File: src/rtl/mem_load_queue_pkg.sv
// Shared encodings and entry types for the memory-stage result queue.
package mem_load_queue_pkg;

  localparam logic [1:0] SZ_B = 2'b00;
  localparam logic [1:0] SZ_H = 2'b01;
  localparam logic [1:0] SZ_W = 2'b10;
  localparam logic [1:0] SZ_D = 2'b11;

  // Control half of a queue entry; the data-width fields live in per-field arrays in the top.
  typedef struct packed {
    logic       req;
    logic       done;
    logic [1:0] size;
    logic       sgn;
  } ent_meta_t;

  function automatic int ptr_w(int depth);
    return $clog2(depth) + 1;
  endfunction

  localparam int PTR_W = ptr_w(4);

endpackage

File: src/rtl/mem_load_queue_load_extend.sv
// Load lane select plus sign/zero extension to the full bus width.
module load_extend
  import mem_load_queue_pkg::*;
#(
  parameter int DATA_W = 32
) (
  input  logic [DATA_W-1:0]           rdata,
  input  logic [$clog2(DATA_W/8)-1:0] addr_low,
  input  logic [1:0]                  size,
  input  logic                        sgn,
  output logic [DATA_W-1:0]           data
);

  logic [DATA_W-1:0] lane, up;
  logic [6:0]        sh;

  // Move the field to the top, then shift back down arithmetically or logically.
  always_comb begin
    lane = rdata >> {addr_low, 3'b000};
    case (size)
      SZ_B:    sh = 7'(DATA_W - 8);
      SZ_H:    sh = 7'(DATA_W - 16);
      SZ_W:    sh = 7'(DATA_W - 32);
      default: sh = 7'd0;
    endcase
    up   = lane << sh;
    data = sgn ? $unsigned($signed(up) >>> sh) : (up >> sh);
  end

endmodule

File: src/rtl/mem_load_queue.sv
// MEM-stage result queue: tracks in-flight memory ops, matches in-order responses, drains to WB.
module mem_load_queue
  import mem_load_queue_pkg::*;
#(
  parameter int DATA_W  = 32,
  parameter int DEPTH   = 4,
  parameter int RADDR_W = 5,
  parameter int PC_W    = 32
) (
  input  logic                        clk,
  input  logic                        rst,
  input  logic                        in_valid,
  output logic                        in_allowin,
  input  logic                        in_req,
  input  logic [1:0]                  in_size,
  input  logic                        in_signed,
  input  logic [$clog2(DATA_W/8)-1:0] in_addr_low,
  input  logic                        in_regs_we,
  input  logic [RADDR_W-1:0]          in_regs_waddr,
  input  logic [DATA_W-1:0]           in_regs_wdata,
  input  logic [PC_W-1:0]             in_pc,
  input  logic                        data_sram_data_ok,
  input  logic [DATA_W-1:0]           data_sram_rdata,
  input  logic                        excep_flush,
  output logic                        out_valid,
  input  logic                        out_allowin,
  output logic                        out_regs_we,
  output logic [RADDR_W-1:0]          out_regs_waddr,
  output logic [DATA_W-1:0]           out_regs_wdata,
  output logic [PC_W-1:0]             out_pc,
  output logic [$clog2(DEPTH):0]      occupancy,
  output logic                        rsp_err
);

  localparam int AW = $clog2(DATA_W/8);
  localparam int IW = $clog2(DEPTH);
  localparam int PW = ptr_w(DEPTH);
  localparam int CW = IW + 2;

  ent_meta_t          meta    [DEPTH];
  logic [AW-1:0]      al_q    [DEPTH];
  logic               we_q    [DEPTH];
  logic [RADDR_W-1:0] waddr_q [DEPTH];
  logic [DATA_W-1:0]  wdata_q [DEPTH];
  logic [PC_W-1:0]    pc_q    [DEPTH];

  logic [PW-1:0] head, tail;
  logic [CW-1:0] discard_cnt;
  logic [IW-1:0] hidx, tidx, sel, idx;
  logic [IW:0]   outst;
  logic [CW:0]   disc_sum;
  logic [CW-1:0] disc_nxt;
  logic          found, empty, full, consume, match, head_hit, dec, enq, deq;
  ent_meta_t     sel_meta;
  logic [DATA_W-1:0] ext_data;

  assign hidx      = head[IW-1:0];
  assign tidx      = tail[IW-1:0];
  assign occupancy = tail - head;
  assign empty     = (head == tail);
  assign full      = (hidx == tidx) && (head[IW] != tail[IW]);

  // Oldest live entry still waiting for data; responses arrive in issue order.
  always_comb begin
    found = 1'b0;
    sel   = '0;
    idx   = '0;
    outst = '0;
    for (int k = 0; k < DEPTH; k++) begin
      idx = hidx + IW'(k);
      if ((IW+1)'(k) < occupancy && meta[idx].req && !meta[idx].done) begin
        outst = outst + 1'b1;
        if (!found) begin
          found = 1'b1;
          sel   = idx;
        end
      end
    end
  end

  assign sel_meta = meta[sel];

  load_extend #(.DATA_W(DATA_W)) u_ext (
    .rdata    (data_sram_rdata),
    .addr_low (al_q[sel]),
    .size     (sel_meta.size),
    .sgn      (sel_meta.sgn),
    .data     (ext_data)
  );

  assign consume  = data_sram_data_ok && (discard_cnt == '0);
  assign match    = consume && found;
  assign head_hit = match && (sel == hidx);

  assign out_valid      = ~rst & ~excep_flush & ~empty & (meta[hidx].done | head_hit);
  assign out_regs_we    = we_q[hidx];
  assign out_regs_waddr = waddr_q[hidx];
  assign out_regs_wdata = head_hit ? ext_data : wdata_q[hidx];
  assign out_pc         = pc_q[hidx];

  assign in_allowin = ~rst & ~excep_flush & (~full | (out_valid & out_allowin));
  assign enq        = in_valid & in_allowin;
  assign deq        = out_valid & out_allowin;

  // A response either retires a discard slot or lands on an outstanding entry, never underflows.
  assign dec      = data_sram_data_ok && ((discard_cnt != '0) || found);
  assign disc_sum = {1'b0, discard_cnt} + (CW+1)'(outst) - (CW+1)'(dec);
  assign disc_nxt = disc_sum[CW] ? '1 : disc_sum[CW-1:0];

  always_ff @(posedge clk) begin
    if (rst) begin
      head        <= '0;
      tail        <= '0;
      discard_cnt <= '0;
      rsp_err     <= 1'b0;
      for (int i = 0; i < DEPTH; i++) meta[i] <= '0;
    end else begin
      if (data_sram_data_ok && (discard_cnt == '0) && !found) rsp_err <= 1'b1;
      if (match) begin
        meta[sel].done <= 1'b1;
        wdata_q[sel]   <= ext_data;
      end
      if (excep_flush) begin
        head        <= tail;
        discard_cnt <= disc_nxt;
      end else begin
        if (data_sram_data_ok && (discard_cnt != '0)) discard_cnt <= discard_cnt - 1'b1;
        if (deq) head <= head + 1'b1;
        // When full, tail aliases the departing head slot; this write must win over the response write.
        if (enq) begin
          tail          <= tail + 1'b1;
          meta[tidx]    <= '{req: in_req, done: ~in_req, size: in_size, sgn: in_signed};
          al_q[tidx]    <= in_addr_low;
          we_q[tidx]    <= in_regs_we;
          waddr_q[tidx] <= in_regs_waddr;
          wdata_q[tidx] <= in_regs_wdata;
          pc_q[tidx]    <= in_pc;
        end
      end
    end
  end

endmodule

File: config.mk
export PLATFORM = sky130hd
export DESIGN_NAME = mem_load_queue
export DESIGN_NICKNAME = d
export VERILOG_FILES = /design/src/rtl/mem_load_queue_pkg.sv /design/src/rtl/mem_load_queue_load_extend.sv /design/src/rtl/mem_load_queue.sv
export SDC_FILE = /design/constraint.sdc
export NUM_CORES = 1
export LEC_CHECK = 0
export CAP_MARGIN = 0
export CORE_UTILIZATION = 51
export DETAILED_ROUTE_END_ITERATION = 10
export HOLD_SLACK_MARGIN = 0.1
export PLACE_DENSITY_LB_ADDON = 0.15
export REMOVE_ABC_BUFFERS = 1
export SYNTH_ARGS = -nofsm -noshare
export SYNTH_HDL_FRONTEND = slang
export SYNTH_HIERARCHICAL = 1
export SYNTH_SLANG_ARGS = --single-unit
File: constraint.sdc
create_clock -name clk -period 6.06 [get_ports clk]
set_clock_uncertainty 0.2 [all_clocks]
set_input_delay 0.606 -clock clk [delete_from_list [all_inputs] [get_ports clk]]
set_output_delay 0.606 -clock clk [all_outputs]
set_load 0.02 [all_outputs]
After elaboration in Yosys (flattened, before gate mapping)
Memories as Yosys holds them, arrays and structs flattened. A register that Yosys moved wholly into a read port is not among the register bits.
Cells that the tools add are included.
- bits in registers: 11
- bits in latches: 0
- RAM bits: 308
- bits in read-only memories: 0
- bits of input ports: 114
- output and inout bits: 76
- logic and storage cells: 125
- memories kept: 6
- memory list (memory ; depth ; bits a word ; rd ports ; clocked after memory_dff ; write ports ; RTL line ; RTL):
    pc_q ; 4 ; 32 ; 1 ; 1 ; 1 ; mem_load_queue.sv:45 ; logic [PC_W-1:0] pc_q [DEPTH];
    wdata_q ; 4 ; 32 ; 1 ; 1 ; 2 ; mem_load_queue.sv:44 ; logic [DATA_W-1:0] wdata_q [DEPTH];
    meta ; 4 ; 5 ; 5 ; 1 ; 4 ; mem_load_queue.sv:40 ; ent_meta_t meta [DEPTH];
    waddr_q ; 4 ; 5 ; 1 ; 1 ; 1 ; mem_load_queue.sv:43 ; logic [RADDR_W-1:0] waddr_q [DEPTH];
    al_q ; 4 ; 2 ; 1 ; 0 ; 1 ; mem_load_queue.sv:41 ; logic [AW-1:0] al_q [DEPTH];
    we_q ; 4 ; 1 ; 1 ; 1 ; 1 ; mem_load_queue.sv:42 ; logic we_q [DEPTH];
- add/subtract/negate cells: 12
- multipliers: 0
- divide/modulo/power cells: 0
- $lt $le $gt $ge: 4
- equal/unequal tests: 5
- shift operators: 4
- multiplexer cells: 48
- bitwise logic cells: 13
- reduce and logical (&&, ||, !) cells: 29
- operator list (kind ; number):
    $mux 32 ; 2
    $shr 32x5->32 ; 2
    $mux 2 ; 20
    $shl 32x5->32 ; 1
    $sshr 32x5->32 ; 1
    $add 3x1->3 const B ; 5
    $logic_and 1x1->1 ; 15
    $mux 1 ; 15
    $mux 3 ; 5
    $mux 4 ; 3
    $mux 5 ; 2
    $pmux 5 s2 ; 1
    $reduce_or 5->1 ; 2
    $and 1x1->1 ; 6
    $lt 1x3->1 const A ; 2
    $lt 2x3->1 const A ; 2
    $add 4x3->5 ; 1
    $logic_not 1->1 ; 5
    $not 1->1 ; 5
    $sub 5x1->5 ; 1
    $add 2x2->2 const B ; 2
    $eq 2x2->1 ; 2
    $logic_not 4->1 ; 1
    $reduce_bool 2->1 ; 2
    other kinds (11) ; 12

Longest topological paths before layout
Gate-level depths: netlist of the first run.
- depth after elaboration: 25
- gate-level depth with buffers: 22

Modules after synthesis
The synthesis of the first run kept the hierarchy.
- modules (own cells, without submodules) (module ; instances ; cells each ; area each (um^2) ; seq. area each (um^2)):
    mem_load_queue ; 1 ; 819 ; 15359.7 ; 9509.1
    load_extend ; 1 ; 107 ; 797.0 ; 0.0

Worst setup path before layout of the first run
Ideal clock, no wire load.
- path kind: register to output
- start: register tail[0]
- end: output port out_regs_wdata[24]
- arrival: 5.177 ns
- slack: 0.077 ns
- stages on the path, launching flop included: 21
- cells stage by stage: dfxtp_1 > inv_1 > ha_1 > fa_1 > xnor3_1 > nand2_1 > and2_1 > clkbuf_1 > inv_1 > ha_1 > buf_1 > nor3b_2 > nor2_1 > o31ai_2 > mux4_2 > buf_6 > mux2_4 > o221ai_4 > buf_6 > o2bb2ai_1 > mux2_2
- longest elaborated chain between the ends: 18
- elaborated cells between the ends (all ways): 38
- those cells by class: 1 x add/sub; 4 x order compare; 2 x eq/ne; 4 x shift; 14 x mux; 11 x reduce/logical; 2 x memory
- ends and longest elaborated chain (what ; RTL line ; RTL):
    start, declared ; mem_load_queue.sv:47 ; logic [PW-1:0] head, tail;
    start signal, assigned ; mem_load_queue.sv:131 ; tail <= tail + 1'b1;
    $sub 3x3->3 * ; mem_load_queue.sv:59 ; assign occupancy = tail - head;
    $lt 1x3->1 ; mem_load_queue.sv:71 ; if ((IW+1)'(k) < occupancy && meta[idx].req && !meta[idx].done) begin
    $logic_and 1x1->1 (2 in a row) ; mem_load_queue.sv:71 ;
    $mux 2 / $mux 1 (equally long branches) ; mem_load_queue.sv:71 ;
    $mux 2 ; mem_load_queue.sv:73 ; if (!found) begin
    $mux 2 ; mem_load_queue.sv:71 ;
    $mux 2 ; mem_load_queue.sv:73 ;
    $mux 2 ; mem_load_queue.sv:71 ;
    $mux 2 ; mem_load_queue.sv:73 ;
    $mux 2 * ; mem_load_queue.sv:71 ;
    parallel branches: the longest is 5 deep, another holds $mem_v2 4x2 ; -- ;
    $mux 32 * ; mem_load_queue_load_extend.sv:27 ; data = sgn ? $unsigned($signed(up) >>> sh) : (up >> sh);
    via ext_data[24] ; mem_load_queue.sv:55 ; logic [DATA_W-1:0] ext_data;
    $mux 32 * ; mem_load_queue.sv:98 ; assign out_regs_wdata = head_hit ? ext_data : wdata_q[hidx];
    end, declared ; mem_load_queue.sv:29 ; output logic [DATA_W-1:0] out_regs_wdata,
Mark *: on every way through the listed nets, which the timed path passes.

Worst setup path in the final report of the first run
- start: register tail[0]
- end: output port out_regs_wdata[31]
The elaborated chain is that of the path after synthesis.

==> results of run 1 <==
==> layout make-up <==
class | count | share of cell area
Antenna cell | 3 | 0.000373
Clock buffer | 43 | 0.0461
Clock inverter | 19 | 0.0122
Inverter | 26 | 0.00485
Multi-Input combinational cell | 522 | 0.317
Sequential cell | 321 | 0.473
Tap cell | 396 | 0.0246
Timing Repair Buffer | 256 | 0.122
==> layout by cell type (no fill, tap or decap), types with 19 or more instances in the layout <==
master           count
mux2_4              97
buf_4               54
clkdlybuf4s50_1    160
mux4_2              78
clkbuf_16           37
inv_1               22
and2_1              19
mux2i_1             23
mux2_2              64
edfxtp_1           308
==> layer usage <==
layer	GRT usage	vias to the layer above
met5	0	-
met4	0.0610	0
met3	0.0391	43
met2	0.391	256
met1	0.304	4792
li1	-	4197
==> sequential cells by signal (all words and copies together), names as in the netlist, 4 cells and up, named ones only <==
| name | cells |
|---|---|
| pc_q | 128 |
| al_q | 8 |
| we_q | 4 |
| discard_cnt | 4 |
| meta | 20 |
| waddr_q | 20 |
| wdata_q | 128 |
==> worst paths after layout <==
kind                         endpoint  slack, ns  cells after the start
max                out_regs_wdata[31]       0.18                     22
min              rsp_err$_SDFFE_PP0P_       0.29                      2
min reg2reg      rsp_err$_SDFFE_PP0P_       0.29                      2
max reg2reg  wdata_q[3][22]$_DFFE_PP_       1.22                     20
==> cell usage after synthesis, types with 6 or more instances <==
master	instances
a211oi_1	11
a21boi_0	7
a21oi_1	22
and2_1	19
and3_1	6
buf_1	9
buf_12	9
buf_6	12
clkbuf_1	17
dfxtp_1	13
edfxtp_1	308
ha_1	19
inv_1	26
mux2_2	65
mux2_4	96
mux2i_1	24
mux4_2	78
nand2_1	15
nand2b_1	7
nand3_1	8
nor2_1	16
nor2b_1	16
o21ai_0	11
o22ai_1	6
o2bb2ai_1	8
or2_2	10
xnor2_1	7
==> kinds of logic after synthesis <==
family | count (synthesis)
AO/OA/AOI/OAI | 95
XOR/XNOR | 11
adder cells (fa/ha/maj) | 21
buffers and inverters | 83
flip-flops | 321
multiplexers | 264
AND/OR/NAND/NOR | 131
==> critical path: stages, from the launching register on <==
cell and delay [ns]:
dfxtp_2 0.33, inv_2 0.05, ha_1 0.19, fa_2 0.33, xnor3_1 0.25, nand2_2 0.09
o21a_4 0.24, inv_2 0.06, ha_4 0.13, nor3b_4 0.21, nor2_1 0.08, o31ai_2 0.26
buf_6 0.17, mux4_2 0.56, buf_4 0.17, clkbuf_16 0.15, nor2b_1 0.20, o221ai_4 0.16
buf_6 0.15, buf_12 0.14, o2bb2ai_2 0.23, mux2_2 0.22, buf_2 0.16
==> per-stage QoR <==
step	hold slack, ns	total power, W	cells	instance area, µm²
finish	0.294	0.00636	1586	20100
floorplan	0.279	0.00362	869	15700
global placement	0.265	0.00410	1502	18500
detailed placement	0.265	0.00412	1502	18500
CTS	0.302	0.00633	1571	19900
global route	0.356	0.00662	1584	20100
==> power by group through the flow <==
stage / clock network (W) / registers [W] / logic [W]
final: 0.00217 / 0.00259 / 0.00160
after CTS: 0.00221 / 0.00259 / 0.00153
after floorplan: 0 / 0.00265 / 0.000971
after global placement: 0 / 0.00264 / 0.00146
after global routing: 0.00230 / 0.00260 / 0.00173
after detailed placement: 0 / 0.00264 / 0.00148
==> what timing repair did <==
action | CTS | global route
gates resized for setup | 86 | 62
pin swaps | 1 | 5
buffers inserted | 6 | 11
cloned | 1 | 1
endpoints found under the hold margin | 0 | 0
setup endpoints to repair | 32 | 32
==> flow_metrics.env, run 1 <==
export IMPL_multiInputGateArea_mm2=0.00638
export IMPL_start_util=0.523
export IMPL_startpoint="tail[0]$_SDFFE_PP0P_"
export IMPL_yosysTopAreaCell="edfxtp_1"
export IMPL_worst_slack_ns=0.184
export IMPL_grt_usage=0.229
export IMPL_rr_startpoint="tail[0]$_SDFFE_PP0P_"
export IMPL_core_mm2=0.0309
export IMPL_critPathRequiredTime_ns=5.25
export IMPL_grt_pass1_vias=9778
export IMPL_wl_um=36600
export IMPL_worst_pin_slew_ns=1.03
export IMPL_wire_per_inst_um=23.1
export IMPL_root_buffer="clkbuf_16"
export IMPL_cts_max_path_buffers=3
export IMPL_rsz0062_at_grt="yes"
export IMPL_synth_edff_count=308
export IMPL_worstSetupPathType="register to output pin"
export IMPL_clkSinkCount=321
export IMPL_synth_area_per_cell_um2=17.4
export IMPL_ys_ff_latch=321
export IMPL_antenna_found_initial=3
export IMPL_numCtsBuffers=36
export IMPL_dr_pass1_iters=5
export IMPL_ctsHoldBuffers=0
export IMPL_top_layer_used="met4"
export IMPL_synthFlopType="edfxtp_1"
export IMPL_fin_crit_ns=5.88
export IMPL_die_width_um=180
export IMPL_die_area_mm2=0.0324
export IMPL_ys_seq_area_frac=0.589
export IMPL_p_sw_frac=0.255
export IMPL_io_pins=190
export IMPL_drc_errors=0
export IMPL_grt_pass1_wl_um=56300
export IMPL_drtAntennaViolNets=0
export IMPL_place_gp_congestion=0.858
export IMPL_clk_pin_slew_ns=0.06
export IMPL_fill_cells=2219
export IMPL_power_density_mw_per_mm2=316
export IMPL_switching_power_w=0.00162
export IMPL_synth_top_family_by_area="multiplexers"
export IMPL_die_h_um=180
export IMPL_synth_top_area_frac=0.572
export IMPL_viasPerCell=5.86
export IMPL_finalMaxSlewViolations=0
export IMPL_fin_util=0.651
export IMPL_critPathLaunchType="register"
export IMPL_portBuffers=189
export IMPL_synth_compound_area_share=0.0441
export IMPL_synthArstFlopShare=0
export IMPL_synth_area_leaders="edfxtp_1 (57%), mux4_2 (11%), mux2_4 (8.9%), mux2_2 (4.5%), dfxtp_1 (1.6%)"
export IMPL_dp_slack_ns=-0.0828
export IMPL_drt_iter0_drc=623
export IMPL_status="completed"
export IMPL_area_growth_pct=24.6
export IMPL_seq_power_share=0.407
export IMPL_wl_met2_um=18400
export IMPL_nNetsFinal=1298
export IMPL_synth_xor_area_share=0.00681
export IMPL_relSlewSlack=0.313
export IMPL_rows=64
export IMPL_arrival_ns=5.07
export IMPL_htreeDepth=2
export IMPL_tns_ns=0
export IMPL_drv_cap=0
export IMPL_clkPwrFrac=0.341
export IMPL_finalCritPeriodShare=0.970
export IMPL_combPwrFrac=0.252
export IMPL_synthDistinctLibCells=69
export IMPL_grt_max_degree=81
export IMPL_power_leakage_nw=7.02
export IMPL_seqCellArea_mm2=0.00952
export IMPL_drive_above_1_share=0.374
export IMPL_worstSetupEndpointType="output pin"
export IMPL_synth_area_mm2=0.0162
export IMPL_setup_violations=0
export IMPL_wl_met1_um=15900
export IMPL_hold_class="register to register"
export IMPL_finalHoldViolCount=0
export IMPL_syn_instance_count=926
export IMPL_critPathMaxFanout=8
export IMPL_synthMuxAreaShare=0.259
export IMPL_synth_fa_ha_area_frac=0.0172
export IMPL_dp_hpwl_um=22800
export IMPL_clkLatencyLatePin_ns=0.51
export IMPL_synth_warnings=6
export IMPL_synth_simple_area_share=0.0492
export IMPL_max_freq_mhz=170
export IMPL_vias=9288
export IMPL_power_internal_w=0.00474
export IMPL_cts_tree="done"
export IMPL_min_from="rsp_err$_SDFFE_PP0P_"
export IMPL_overflow=0
export IMPL_vdd_ir_drop_max_v=0.000230
export IMPL_wl_met3_um=1760
Power figures use the tool's default switching activity.
==> inputs of run 2 (changes only) <==
--- a/config.mk
+++ b/config.mk
@@ -6,6 +6,7 @@
 export NUM_CORES = 1
 export LEC_CHECK = 0
 export CAP_MARGIN = 0
+export CORE_ASPECT_RATIO = 1.25
 export CORE_UTILIZATION = 51
 export DETAILED_ROUTE_END_ITERATION = 10
 export HOLD_SLACK_MARGIN = 0.1
==> run 2 against run 1 <==
Register-to-register slack about the same. Sequential cell count stayed put. Clock power shrank 12%. Cell area decreased by 1.4%. Die area hardly changed. Power shrank 4.6%. Sequential share of layout area rose by 0.65 points. Non-clock buffer count is 2 higher. Global-route usage fell by 0.69 points. Combinational power hardly changed. Setup slack got worse by 0.043 ns. Critical endpoint unchanged. Largest cell class unchanged. Largest power group unchanged.
==> flow_metrics.env, run 2 (synthesized netlist as in run 1, its figures left out) <==
export IMPL_drtAntennaViolNets=0
export IMPL_drc_errors=0
export IMPL_dp_hpwl_um=23000
export IMPL_core_mm2=0.0311
export IMPL_worstSetupPathType="register to output pin"
export IMPL_finalCritPeriodShare=0.977
export IMPL_die_area_mm2=0.0324
export IMPL_cts_max_path_buffers=3
export IMPL_area_growth_pct=22.9
export IMPL_dp_cells=1513
export IMPL_grt_pass1_wl_um=54700
export IMPL_top_layer_used="met4"
export IMPL_grt_max_degree=80
export IMPL_drv_cap=0
export IMPL_place_gp_congestion=0.864
export IMPL_power_density_mw_per_mm2=306
export IMPL_fin_crit_ns=5.92
export IMPL_wire_per_inst_um=22.8
export IMPL_wl_met3_um=2070
export IMPL_layout_common_cells="edfxtp_1 (308), clkdlybuf4s50_1 (162), mux2_4 (96)"
export IMPL_vdd_ir_drop_max_v=0.000213
export IMPL_worst_pin_slew_ns=1.03
export IMPL_finalHoldViolCount=0
export IMPL_drt_iter0_drc=768
export IMPL_io_pins=190
export IMPL_critPathRequiredTime_ns=5.25
export IMPL_worstSetupEndpointType="output pin"
export IMPL_overflow=0
export IMPL_wl_met1_um=14700
export IMPL_portBuffers=189
export IMPL_root_buffer="clkbuf_16"
export IMPL_vias=9231
export IMPL_cts_tree="done"
export IMPL_status="completed"
export IMPL_drive_above_1_share=0.373
export IMPL_critPathLaunchType="register"
export IMPL_grt_pass1_vias=9482
export IMPL_nNetsFinal=1295
export IMPL_htreeDepth=1
export IMPL_instances_no_fill=1589
export IMPL_numCtsBuffers=31
export IMPL_antenna_found_initial=1
export IMPL_rsz0062_at_grt="yes"
export IMPL_wl_met2_um=18500
export IMPL_tns_ns=0
export IMPL_rows=72
export IMPL_viasPerCell=5.81
export IMPL_start_util=0.520
export IMPL_grt_usage=0.222
export IMPL_die_h_um=201
export IMPL_relSlewSlack=0.313
export IMPL_wl_um=36200
export IMPL_hold_class="register to register"
export IMPL_final_common_cell="edfxtp_1"
export IMPL_clkSinkCount=321
export IMPL_setup_violations=0
export IMPL_finalMaxSlewViolations=0
export IMPL_power_leakage_nw=6.90
export IMPL_largest_registers="pc_q: 128 flops, wdata_q: 128 flops"
export IMPL_dr_pass1_iters=5
export IMPL_die_width_um=161
export IMPL_clkLatencyLatePin_ns=0.55
export IMPL_critPathMaxFanout=8
export IMPL_max_freq_mhz=169
export IMPL_arrival_ns=5.11
export IMPL_clk_pin_slew_ns=0.06
==> run 2: changes by cell type in the layout (fill, tap and decap cells not counted), sizes merged <==
cell	change
bufinv	-1
clkbuf	-2
dlygate4sd2	-4
clkdlybuf4s50	+2
inv	-2
diode	-2
buf	-3
clkinvlp	+2
clkdlybuf4s15	+2
==> run 2: timing repair <==
| item | in CTS | in global routing |
|---|---|---|
| setup buffers | 5 | 15 |
| hold buffers | 0 | 0 |
| endpoints found under the setup margin | 32 | 32 |
| gates resized for setup | 74 | 57 |
| pin swaps | 2 | 5 |
| cloned | 0 | 1 |
==> run 2: area by class of cell <==
cell class	instances	area, µm²
flip-flops and latches	321	9520
clock buffers	36	795
well taps	407	509
fillers	2262	11200
inverters	26	97.6
repair buffers	258	2410
clock inverters	18	200
diodes	1	2.50
multi-input cells	522	6310
==> run 2: final timing paths <==
path                              from                       end  slack, ns  cells past startpoint
hold reg to reg   rsp_err$_SDFFE_PP0P_      rsp_err$_SDFFE_PP0P_       0.30                      2
hold / removal    rsp_err$_SDFFE_PP0P_      rsp_err$_SDFFE_PP0P_       0.30                      2
setup reg to reg  meta[3][3]$_DFFE_PP_  wdata_q[3][29]$_DFFE_PP_       1.21                     16
setup / recovery  meta[3][3]$_DFFE_PP_        out_regs_wdata[31]       0.14                     16
==> run 2: power by group <==
part           internal (W)  switching, W  leakage (nW)  total [W]
Sequential          0.00256     0.0000277          2.93    0.00259
Clock               0.00110      0.000800         0.479    0.00190
Combinational      0.000854      0.000723          3.49    0.00158
==> run 2: metrics by stage <==
| step | util | instance area (µm²) | hold WS (ns) | worst slack [ns] | power (W) |
|---|---|---|---|---|---|
| after detailed placement | 0.596 | 18500 | 0.259 | -0.127 | 0.00412 |
| final | 0.639 | 19900 | 0.300 | 0.141 | 0.00607 |
| after global placement | 0.596 | 18500 | 0.265 | -0.0385 | 0.00409 |
| after global routing | 0.639 | 19800 | 0.328 | -0.00469 | 0.00631 |
| after CTS | 0.633 | 19700 | 0.295 | -0.0808 | 0.00605 |
| after floorplan | - | 15700 | 0.279 | -3.24 | 0.00362 |
==> run 2: layer usage <==
| metal | vias to the layer above | GRT usage |
|---|---|---|
| met1 | 4722 | 0.290 |
| met4 | 0 | 0.0670 |
| met5 | - | 0 |
| met2 | 287 | 0.388 |
| li1 | 4163 | - |
| met3 | 59 | 0.0264 |
==> run 2: worst max-delay path, stage by stage (launching register included) <==
cell	delay, ns
edfxtp_1	0.48
mux4_2	0.58
nor2b_1	0.26
o21a_4	0.20
inv_2	0.05
ha_4	0.17
nor3b_4	0.16
o31ai_2	0.34
a21o_1	0.32
mux4_2	0.41
buf_6	0.16
or2_2	0.29
o221ai_4	0.27
buf_12	0.17
o2bb2ai_1	0.14
mux2_2	0.29
clkdlybuf4s15_2	0.26
==> inputs of run 3 (changes only) <==
--- a/config.mk
+++ b/config.mk
@@ -5,7 +5,6 @@
 export SDC_FILE = /design/constraint.sdc
 export NUM_CORES = 1
 export LEC_CHECK = 0
-export CAP_MARGIN = 0
 export CORE_ASPECT_RATIO = 1.25
 export CORE_UTILIZATION = 51
 export DETAILED_ROUTE_END_ITERATION = 10
==> results of run 3 <==
Final layout, timing and power as in run 2 (identical DEF).
